--- config.mk ---
export PLATFORM = sky130hd
export DESIGN_NAME = cpu_clkgen
export DESIGN_NICKNAME = d
export VERILOG_FILES = /design/src/rtl/cpu_clkgen.sv
export SDC_FILE = /design/constraint.sdc
export NUM_CORES = 1
export LEC_CHECK = 0
export BUFFER_PORTS_ARGS = -buffer_cell sky130_fd_sc_hd__buf_2
export CELL_PAD_IN_SITES_DETAIL_PLACEMENT = 1
export CELL_PAD_IN_SITES_GLOBAL_PLACEMENT = 2
export CORE_UTILIZATION = 37
export DETAILED_ROUTE_END_ITERATION = 8
export PLACE_DENSITY_LB_ADDON = 0.1
export SLEW_MARGIN = 10
export SYNTH_ARGS = -nofsm -noshare
export SYNTH_HDL_FRONTEND = slang
export SYNTH_SLANG_ARGS = --single-unit
--- constraint.sdc ---
create_clock -name clock -period 2.2 [get_ports clock]
set_input_delay 0.22 -clock clock [delete_from_list [all_inputs] [get_ports clock]]
set_output_delay 0.22 -clock clock [all_outputs]
set_load 0.1 [all_outputs]
--- src/rtl/cpu_clkgen.sv ---
// phi2 clock generator: programmable half-period, hold freeze, wait-state stretching.
// Optional CLKGEN_CYCLE_COUNTER_EN adds a phi2 rise counter output (cycle_count).
module cpu_clkgen #(
  parameter int                   DIV_WIDTH   = 8,
  parameter logic [DIV_WIDTH-1:0] DEFAULT_DIV = DIV_WIDTH'(3),
  parameter int                   WAIT_WIDTH  = 4,
  parameter int                   CNT_WIDTH   = 32
) (
  input  logic                  clock,
  input  logic                  reset,
  input  logic [DIV_WIDTH-1:0]  div_in,
  input  logic                  div_wr,
  input  logic                  hold,
  input  logic [WAIT_WIDTH-1:0] wait_n,
  input  logic                  wait_req,
  output logic                  phi2,
  output logic                  phi2_rise,
  output logic                  phi2_fall,
  output logic [DIV_WIDTH-1:0]  div_active,
  output logic                  div_pending,
  output logic                  held
`ifdef CLKGEN_CYCLE_COUNTER_EN
  ,
  output logic [CNT_WIDTH-1:0]  cycle_count
`endif
);

  typedef enum logic [1:0] {S_LOW, S_HIGH, S_STRETCH, S_HOLD} state_t;

  state_t                state, state_nx;
  logic [DIV_WIDTH-1:0]  cnt, cnt_nx;
  logic [WAIT_WIDTH-1:0] scnt, scnt_nx;
  logic [WAIT_WIDTH-1:0] wait_lat, wait_lat_nx;
  logic                  wait_vld, wait_vld_nx;
  logic [DIV_WIDTH-1:0]  div_pend_val;
  logic                  go_rise, go_fall;
  logic                  at_end;
  logic                  wait_hit;
  logic [WAIT_WIDTH-1:0] wait_sel;

  // A counter narrower than one bit cannot hold any count.
  if (CNT_WIDTH < 1) begin : g_cnt_width_invalid
  end

  assign at_end   = (cnt == div_active);
  // A request arriving on the last base cycle still counts for this phase.
  assign wait_hit = wait_vld | wait_req;
  assign wait_sel = wait_vld ? wait_lat : wait_n;

  always_comb begin
    state_nx    = state;
    cnt_nx      = cnt;
    scnt_nx     = scnt;
    wait_lat_nx = wait_lat;
    wait_vld_nx = wait_vld;
    go_rise     = 1'b0;
    go_fall     = 1'b0;
    case (state)
      S_LOW: begin
        if (at_end) begin
          if (hold) state_nx = S_HOLD;
          else      go_rise  = 1'b1;
        end else begin
          cnt_nx = cnt + DIV_WIDTH'(1);
        end
      end
      S_HIGH: begin
        if (!wait_vld && wait_req) begin
          wait_vld_nx = 1'b1;
          wait_lat_nx = wait_n;
        end
        if (at_end) begin
          if (wait_hit && (wait_sel != '0)) begin
            state_nx = S_STRETCH;
            scnt_nx  = wait_sel;
          end else begin
            go_fall = 1'b1;
          end
        end else begin
          cnt_nx = cnt + DIV_WIDTH'(1);
        end
      end
      S_STRETCH: begin
        // Falling when the count reaches zero gives exactly wait_n extra clocks.
        scnt_nx = scnt - WAIT_WIDTH'(1);
        if (scnt == WAIT_WIDTH'(1)) go_fall = 1'b1;
      end
      S_HOLD: begin
        if (!hold) go_rise = 1'b1;
      end
      default: state_nx = S_LOW;
    endcase
    if (go_rise) begin
      state_nx = S_HIGH;
      cnt_nx   = '0;
    end
    if (go_fall) begin
      state_nx    = S_LOW;
      cnt_nx      = '0;
      wait_vld_nx = 1'b0;
      wait_lat_nx = '0;
    end
  end

  always_ff @(posedge clock or posedge reset) begin
    if (reset) begin
      state        <= S_LOW;
      cnt          <= '0;
      scnt         <= '0;
      wait_lat     <= '0;
      wait_vld     <= 1'b0;
      phi2         <= 1'b0;
      phi2_rise    <= 1'b0;
      phi2_fall    <= 1'b0;
      held         <= 1'b0;
      div_active   <= DEFAULT_DIV;
      div_pend_val <= DEFAULT_DIV;
      div_pending  <= 1'b0;
    end else begin
      state     <= state_nx;
      cnt       <= cnt_nx;
      scnt      <= scnt_nx;
      wait_lat  <= wait_lat_nx;
      wait_vld  <= wait_vld_nx;
      phi2_rise <= go_rise;
      phi2_fall <= go_fall;
      held      <= (state_nx == S_HOLD);
      if (go_rise)      phi2 <= 1'b1;
      else if (go_fall) phi2 <= 1'b0;
      // Pending divisor takes effect at the fall so it spans a whole low phase;
      // a write landing on that same edge waits for the following fall.
      if (go_fall && div_pending) div_active <= div_pend_val;
      if (div_wr) begin
        div_pend_val <= div_in;
        div_pending  <= 1'b1;
      end else if (go_fall) begin
        div_pending  <= 1'b0;
      end
    end
  end

`ifdef CLKGEN_CYCLE_COUNTER_EN
  always_ff @(posedge clock or posedge reset) begin
    if (reset)        cycle_count <= '0;
    else if (go_rise) cycle_count <= cycle_count + CNT_WIDTH'(1);
  end
`endif

endmodule
==> metrics <==
initial antenna violation count=0; delay-heaviest family, CP=compound AO/OA/AOI/OAI gates; status=finished, violations left; Post-CTS Setup Repair Bufs=0; top-area cell type share of the netlist area=between 40% and 50%; CTS tree=built; most common cell after layout, fill and taps aside=dfrtp_1; utilization after layout=47.56%; fmax=483.3 MHz; Non-Filler Instances=304; Power Dens Cells=1548 nW/um^2; Worst VDD drop=around 1200 uV; XOR/XNOR Fraction of Synth Area=6.187%; Clock power frac=15.3%; failing checks=negative hold slack; syn avg cell area=11.42 um^2; Starting Density=38.56%; Yosys Warn Count=0; routability cong.=0.7932; Nets=255; min Tclk post-route=around 2.1 ns; total track usage=a little under a fifth; post-synthesis compound-gate area fraction=a little over a tenth; pre-CTS WS=-0.06299 ns; Synth Register Bits=40; mux contribution to synthesized area=14.67%; post-DR vias/cell=5.234; drt wl/cell=16.89 um; Port Buf Inserts=29; chip height=77.76 um; Vias=1591; pin count of the biggest net entering global routing=19; Synth Area in Adders=4.125%; Hold Vio Cnt, Final=12; number of synthesized flops with an enable pin=0; Comb power frac=53.0%; Seq/Total Area, Yosys=47.38%; post-DP HPWL=4020 um; Post-DRT Antenna Nets=0; synth top area cells=dfrtp_1 (42%), mux2_4 (5.7%), dfstp_2 (4.9%); Synth Area in Simple Gates=~14%; total grt overflow=0; clk root buf=clkbuf_8; largest buffer count on any clock path=2; net load switching power=roughly 2 mW; cell leakage power=1.294 nW; max-cap check violation count=0; CP max FO=6; setup slack after layout=~0.13 ns; hold slack=-0.01151 ns; # rows=27; H-tree depth=2; Net Count, Synth=210; mapped cell area=2123 um^2; reg2reg path depth=5; Switching Share=48.26%; RSZ-0062 raised after global routing=no; Synth cell types=41; Arr. time, crit path=2.25 ns; clk_skew=around 0.0073 ns; Hold Path Class=input pin to asynchronous set/reset pin; DP Cell Count=296; Mapped Cells=186; wire length of the first global-routing pass=8845 um; Area Growth Syn to Fin=23.34%; die width=77.76 um; drt total wl=5135 um; Worst Setup End Kind=flip-flop; Worst setup SP type=flip-flop; crit path kind=flip-flop to flip-flop; Worst Path Buf+Inv=0; # IOs=30; worst path cell trace=xor2_2, nor4_4, a31oi_2, a21o_1, a222oi_1; Async S/R FF share, synth=between 90% and 100%; TritonCTS Sinks=40; Least-Margin Pin Slew=~0.63 ns; layout cells sized above 1=38.79%; biggest area consumer among synthesized cells=dfrtp_1; DRC errors left=0; CP max stage cell=dfstp_4; overall power=4.054 mW; ant diodes=0; vias in the first global route=1829; Seq pwr share=approximately a third; Core ar.=5507 um^2; first-iteration detailed-routing DRC count=25; Max stage delay on crit path=0.64 ns; clock latency on the worst-skew pair=roughly 0.3 ns; worst path required time=2.38 ns; Main synth FF type=dfrtp_1; drt first pass iters=4; Final period util=94.05%; Clock transition at path regs=0.09 ns; commonest non-fill, non-tap cells in the layout=dfrtp_1 (30), buf_2 (29), nor2_1 (17); total die area=6046 um^2; main combinational cell family by area after synthesis=multiplexers; Power Internal=about 2.1 mW; Final Setup Violations=0; relative slew slack=between 50% and 60%; CTS Buf Count=5; CP Depth=5; max-slew violation count=0
## layer usage
layer | global-route usage [%] | vias to the layer above | wire length (um)
met5 | 0 | - | 0
met4 | 6.981 | 0 | 86
met3 | 3.765 | 7 | 121
met2 | 34.25 | 21 | 2772
met1 | 22.62 | 807 | 2155
li1 | - | 756 | -
## repair_timing
action                     4_1_cts  5_1_grt
hold buffers                     0        0
gates cloned                     0        0
setup endpoints to repair        1       15
resized for setup                1        5
## power by group through the flow
stage	Sequential (mW)	Clock, mW	Combinational (mW)
finish	1.28	0.622	2.15
global route	1.32	0.670	2.34
CTS	1.27	0.647	2.14
detailed placement	1.28	0	2.10
global placement	1.27	0	2.04
floorplan	1.70	0	1.09
## cell usage after synthesis (2+ instances only)
library cell,n
a31oi_1,2
inv_1,11
dfstp_2,4
a21o_1,2
ha_1,7
nand2_1,11
xor2_1,8
a21oi_1,4
nor3_1,2
a211oi_1,5
xnor2_1,7
and3_1,5
mux2i_1,9
o21ai_0,5
dfrtp_1,36
nor4_4,2
a222oi_1,2
clkbuf_1,3
mux2_2,9
nand3_1,5
nor4_1,3
nor2_1,17
nor4_2,2
mux2_4,8
## through the flow
step / instance area (um^2) / TNS, ns
6_report: 2619 / 0
5_1_grt: 2619 / 0
4_1_cts: 2591 / 0
3_5_place_dp: 2467 / -0.06299
3_3_place_gp: 2467 / 0
2_1_floorplan: 2157 / -0.7652
## sequential cells by signal, indices dropped and copies added, names as in the netlist
signal,flops
div_pend_val,8
div_pending,1
wait_vld,1
cnt,8
phi2,1
phi2_fall,1
phi2_rise,1
state,2
div_active,8
scnt,4
wait_lat,4
held,1
## cell type report
type                            instances  area, um^2
Multi-Input combinational cell        131        1109
Timing Repair Buffer                   42       242.7
Fill cell                             618        2888
Clock buffer                            5       68.82
Clock inverter                          3       46.29
Tap cell                               72       90.09
Sequential cell                        40        1021
Inverter                               11       41.29
## worst paths after layout
| check | from | endpoint | slack [ns] |
|---|---|---|---|
| min reg2reg | div_pend_val[6] | div_pend_val[6] | 0.52 |
| max in group asynchronous | reset | div_active[0] | 1.52 |
| min in group clock | div_in[7] | div_pend_val[7] | 0.15 |
| min | reset | div_pend_val[5] | -0.01 |
| max reg2reg | div_active[1] | scnt[2] | 0.13 |
| max | div_active[1] | scnt[2] | 0.13 |
## worst reg2reg max path: cells and delay by family, from the launching register on
kind             cells  cell delay (ns)
flip-flops           1             0.64
XOR/XNOR             1             0.08
AND/OR/NAND/NOR      1             0.44
AO/OA/AOI/OAI        3             0.79
## cells by family (layout without fill, tap and decap cells)
logic type,after synthesis,count (layout)
DFF,40,40
adders and majority gates,7,7
AOI/OAI and AO/OA,31,31
muxes,26,26
xor gates and xnor gates,15,15
and+or+nand+nor,52,52
buffers and inverters,15,61
Note: power is estimated with default switching activity, not from simulation.
